[src/rtl/adc_avg_sequencer.sv]
// rtl/adc_avg_sequencer.sv - multi-pass averaging trigger sequencer for one ADC capture channel
// Optional macro ADC_SEQ_EXT_TRIG_EN: every pass waits for an ext_trig rising edge.
module adc_avg_sequencer #(
   parameter int CNT_W = 32,
   parameter int AVG_W = 16
) (
   input  logic             rf_clk,
   input  logic             rf_reset,
   input  logic             start,
   input  logic             abort,
   input  logic [AVG_W-1:0] num_avg,
   input  logic [CNT_W-1:0] capture_len,
   input  logic [CNT_W-1:0] holdoff,
   input  logic             ext_trig,
   input  logic             readout_ack,
   output logic             trigger_out,
   output logic [4:0]       shift_out,
   output logic             readout_req,
   output logic             busy,
   output logic [AVG_W-1:0] pass_count,
   output logic             cfg_err
);

   typedef enum logic [2:0] {
      S_IDLE,
      S_TRIG,
      S_HOLD,
      S_WAIT_EXT,
      S_READOUT
   } state_t;

   state_t           state;
   logic [AVG_W-1:0] num_q;
   logic [CNT_W-1:0] len_q;
   logic [CNT_W-1:0] hold_q;
   logic [CNT_W-1:0] cnt;

   // ceil(log2(n)) is the bit length of n-1, saturated to the 5-bit shift field.
   function automatic logic [4:0] calc_shift(input logic [AVG_W-1:0] n);
      logic [AVG_W-1:0] m;
      int               r;
      m = n - AVG_W'(1);
      r = 0;
      for (int i = 0; i < AVG_W; i++) begin
         if (m[i]) r = i + 1;
      end
      return (r > 31) ? 5'd31 : r[4:0];
   endfunction

`ifdef ADC_SEQ_EXT_TRIG_EN
   logic ext_trig_q;
   logic ext_rise;

   always_ff @(posedge rf_clk) begin
      if (rf_reset) ext_trig_q <= 1'b0;
      else          ext_trig_q <= ext_trig;
   end

   assign ext_rise = ext_trig & ~ext_trig_q;
`else
   logic unused_ext_trig;
   assign unused_ext_trig = ext_trig;
`endif

   always_ff @(posedge rf_clk) begin
      if (rf_reset) begin
         state       <= S_IDLE;
         trigger_out <= 1'b0;
         shift_out   <= 5'd0;
         readout_req <= 1'b0;
         busy        <= 1'b0;
         pass_count  <= '0;
         cfg_err     <= 1'b0;
         num_q       <= '0;
         len_q       <= '0;
         hold_q      <= '0;
         cnt         <= '0;
      end else begin
         cfg_err <= 1'b0;
         if (abort) begin
            state       <= S_IDLE;
            trigger_out <= 1'b0;
            readout_req <= 1'b0;
            shift_out   <= 5'd0;
            busy        <= 1'b0;
         end else begin
            case (state)
               S_IDLE: begin
                  if (start) begin
                     if (num_avg == '0 || capture_len == '0) begin
                        cfg_err <= 1'b1;
                     end else begin
                        num_q      <= num_avg;
                        len_q      <= capture_len;
                        // A zero holdoff still leaves one low cycle between windows.
                        hold_q     <= (holdoff == '0) ? CNT_W'(1) : holdoff;
                        pass_count <= '0;
                        shift_out  <= calc_shift(num_avg);
                        busy       <= 1'b1;
                        cnt        <= CNT_W'(1);
`ifdef ADC_SEQ_EXT_TRIG_EN
                        state      <= S_WAIT_EXT;
`else
                        state       <= S_TRIG;
                        trigger_out <= 1'b1;
`endif
                     end
                  end
               end
               S_TRIG: begin
                  if (cnt == len_q) begin
                     trigger_out <= 1'b0;
                     cnt         <= CNT_W'(1);
                     pass_count  <= pass_count + AVG_W'(1);
                     if (pass_count + AVG_W'(1) == num_q) begin
                        readout_req <= 1'b1;
                        state       <= S_READOUT;
                     end else begin
                        state <= S_HOLD;
                     end
                  end else begin
                     cnt <= cnt + CNT_W'(1);
                  end
               end
               S_HOLD: begin
                  if (cnt == hold_q) begin
`ifdef ADC_SEQ_EXT_TRIG_EN
                     state       <= S_WAIT_EXT;
`else
                     state       <= S_TRIG;
                     trigger_out <= 1'b1;
                     cnt         <= CNT_W'(1);
`endif
                  end else begin
                     cnt <= cnt + CNT_W'(1);
                  end
               end
`ifdef ADC_SEQ_EXT_TRIG_EN
               S_WAIT_EXT: begin
                  if (ext_rise) begin
                     state       <= S_TRIG;
                     trigger_out <= 1'b1;
                     cnt         <= CNT_W'(1);
                  end
               end
`endif
               S_READOUT: begin
                  if (readout_ack) begin
                     readout_req <= 1'b0;
                     shift_out   <= 5'd0;
                     busy        <= 1'b0;
                     state       <= S_IDLE;
                  end
               end
               default: state <= S_IDLE;
            endcase
         end
      end
   end

endmodule

[config.mk]
export PLATFORM = sky130hd
export DESIGN_NAME = adc_avg_sequencer
export DESIGN_NICKNAME = d
export VERILOG_FILES = /design/src/rtl/adc_avg_sequencer.sv
export SDC_FILE = /design/constraint.sdc
export NUM_CORES = 1
export LEC_CHECK = 0
export BUFFER_PORTS_ARGS = -buffer_cell sky130_fd_sc_hd__buf_2
export CORE_MARGIN = 5
export CORE_UTILIZATION = 38
export CTS_BUF_LIST = sky130_fd_sc_hd__clkbuf_8 sky130_fd_sc_hd__clkbuf_16
export CTS_CLUSTER_SIZE = 10
export DETAILED_ROUTE_END_ITERATION = 7
export PLACE_DENSITY = 0.54
export SYNTH_ARGS = -nofsm -noshare
export SYNTH_HDL_FRONTEND = slang
export SYNTH_SLANG_ARGS = --single-unit
[constraint.sdc]
create_clock -name rf_clk -period 5.69 [get_ports rf_clk]
set_clock_uncertainty 0.1 [all_clocks]
set_input_delay 0 -clock rf_clk [delete_from_list [all_inputs] [get_ports rf_clk]]
set_output_delay 0 -clock rf_clk [all_outputs]
set_load 0.01 [all_outputs]
==> out/qor.csv <==
stage;metric;value;unit
worst_setup_path;crit_fanout;48;
placed_design;hpwl;17600;um
logic_synthesis;synth.area.mux_share;0;%
worst_hold_path;worstHoldPathType;input port to flop;
logic_synthesis;synthArstFlopShare;0;%
logic_synthesis;yosys-top-cells-count;dfxtp_1, nand2_1, a21oi_2;
sta;tightest_slew;1.10;ns
floorplan;rows;54;
sta;period_needed;4.13;ns
routing;drc;0;
cts;clk_latency;0.42;ns
sta;slew_violations;0;
cts;cts_num_sinks;140;
floorplan;fp.dieW;159;um
finish;area_growth;24.0;%
finish;drive_above_1_share;28.5;%
grt;overflow;0;
placed_design;place.gp.congestion;0.878;
logic_synthesis;syn_inst;1014;
floorplan;core_area;0.0219;mm^2
cts;cts_buffer_depth;2;
job;max_cap_viol_count;0;
routing;postRouteAntennaNets;0;
logic_synthesis;yosys.area_share.simple;28.9;%
worst_setup_path;cp-end-kind;flop;
worst_setup_path;worstPathArrival;4.39;ns
cts;cts_tree;done;
sta;rsz0062_at_grt;false;
logic_synthesis;yosys_warnings;0;
grt;grt_max_degree;63;
sta;setup_viol;0;
worst_setup_path;r2r_slack;2.09;ns
finish;insertedDiodeCount;0;
worst_setup_path;path_class;input port to flop;
power;power_density;231;mW/mm^2
floorplan;num_io_pins;111;
power;leakage;3.86;nW
logic_synthesis;syn_avg_cell_area;8.37;um^2
cts;numCtsBuffers;17;
cts;post_cts_buffers;0;
placed_design;port_buffers;109;
sta;setup_tns;0;ns
logic_synthesis;synth_compound_gate_area_share;19.6;%
logic_synthesis;synth_top_cell_by_area;dfxtp_1;
logic_synthesis;synth_fa_ha_area_share;0.589;%
sta;hold_violations;0;
power;design_power_total;2.43;mW
logic_synthesis;ys_seq_area_share;33.0;%
floorplan;fp.dieH;159;um
power;ir_drop;0.000123;V
finish;num-nets-final;1266;
sta;max_slew_margin;26.6;%
logic_synthesis;synthXorXnorAreaFrac;11.2;%
worst_setup_path;r2r_start;cnt[2];
grt;grt_pass1_vias;7254;
routing;first_pass_iters;5;
logic_synthesis;netlist_area;0.00849;mm^2
floorplan;die_area;0.0254;mm^2
logic_synthesis;synth_area_leaders;dfxtp_1, a21oi_2, nand2_2;
routing;vias_per_cell;5.20;
routing;drt_iter0_markers;529;
worst_setup_path;r2r_cells;7;
status;outcome;complete, no violations;
worst_setup_path;r2r-end;cnt[10];
worst_setup_path;crit_path_start_kind;input port;
worst_setup_path;setup.worst_path.end;len_q[11];
grt;grt_usage;19.1;%
grt;antenna_found_initial;0;
logic_synthesis;ys_seq_elements;140;
sta;fmax;242;MHz
logic_synthesis;synth_cell_types;80;
logic_synthesis;synth_ff_type;dfxtp_1;
sta;final.period_utilization;72.6;%
grt;grt_pass1_wl;40000;um
worst_setup_path;startpoint;num_avg[0];
routing;vias;7640;
routing;routedWlPerCell;16.8;um
cts;clk_pin_slew;0.06;ns
routing;routed_wl;24600;um
logic_synthesis;syn_nets;1104;
logic_synthesis;synth_top_family_by_area;simple AND/OR/NAND/NOR gates;
logic_synthesis;synth_edf_count;0;
floorplan;start_util;38.8;%
cts;h-tree-depth;4;
logic_synthesis;yosysMostFrequentCell;dfxtp_1;
cts;cts_root_buf;clkbuf_16;
worst_setup_path;cp.required;5.95;ns
logic_synthesis;synth.top_cell.area_share;33.0;%
==> power breakdown <==
group	internal (mW)	total [mW]	switching [mW]
Sequential	1.01	1.05	0.0336
Combinational	0.153	0.344	0.191
Clock	0.598	1.04	0.440
Total	1.76	2.43	0.665
==> cell type report <==
cell class / count / area [um^2]
fillers: 2162 / 11400
clock inverters: 14 / 120
flip-flops and latches: 140 / 2800
multi-input cells: 781 / 5130
inverters: 17 / 63.8
repair buffers: 219 / 1640
well taps: 280 / 350
clock buffers: 17 / 425
==> registers in the layout (all words and copies together) (netlist names) <==
register / count
shift_out: 5
pass_count: 16
state: 3
num_q: 16
readout_req: 1
trigger_out: 1
cfg_err: 1
cnt: 32
len_q: 32
hold_q: 32
busy: 1
==> metrics by stage <==
stage,hold slack (ns),instances,setup WS (ns),util [%],instance area [um^2]
CTS,0.270,1468,1.55,48.1,10500
detailed placement,0.166,1331,2.10,40.8,8930
floorplan,0.0396,1014,3.23,-,8490
global route,0.287,1468,1.27,48.1,10500
global placement,0.163,1331,2.10,40.8,8930
finish,0.281,1468,1.56,48.1,10500
==> placed cells by master, fill, tap and decap left out, drive strengths merged, types with 33 or more instances in the layout <==
cell type    instances
xor2                52
nand4               33
dlygate4sd3        106
nor4                39
o21ai               40
xnor2               56
nand2              202
buf                113
a21oi              113
dfxtp              140
nor2                54
==> worst max-delay path, stage by stage <==
cell and delay (ns):
dlygate4sd3_1 0.53, buf_2 0.17, inv_1 0.09, ha_1 0.42, or4b_1 0.51, o41ai_2 0.24
o21bai_4 0.27, or3_4 0.73, buf_4 0.59, nand2_2 0.11, a21oi_2 0.14, dlygate4sd3_1 0.56
==> cells by family after synthesis <==
kind of cell,after synthesis
fa+ha+maj,4
xor+xnor,108
flops,140
buf+inv,93
compound gates,218
simple gates,451
==> per-layer routing <==
metal	GRT usage [%]	share of wire, %
met1	29.2	52
met2	28.4	43
met3	2.51	4.1
met4	4.50	0.98
met5	0	0
==> timing repair <==
item	4_1_cts	5_1_grt
endpoints found under the hold margin	92	0
hold buffers	106	0
gates resized for setup	0	0
==> worst min-delay path by stage <==
stage	from	to	slack, ns	cells after the start
5_1_grt	capture_len[6]	len_q[6]	0.29	4
3_5_place_dp	capture_len[30]	len_q[30]	0.17	3
6_report	capture_len[18]	len_q[18]	0.28	4
4_1_cts	holdoff[16]	hold_q[16]	0.27	4
3_3_place_gp	capture_len[20]	len_q[20]	0.16	3
2_1_floorplan	start	cfg_err	0.04	1
Note: power is estimated with default switching activity, not from simulation.
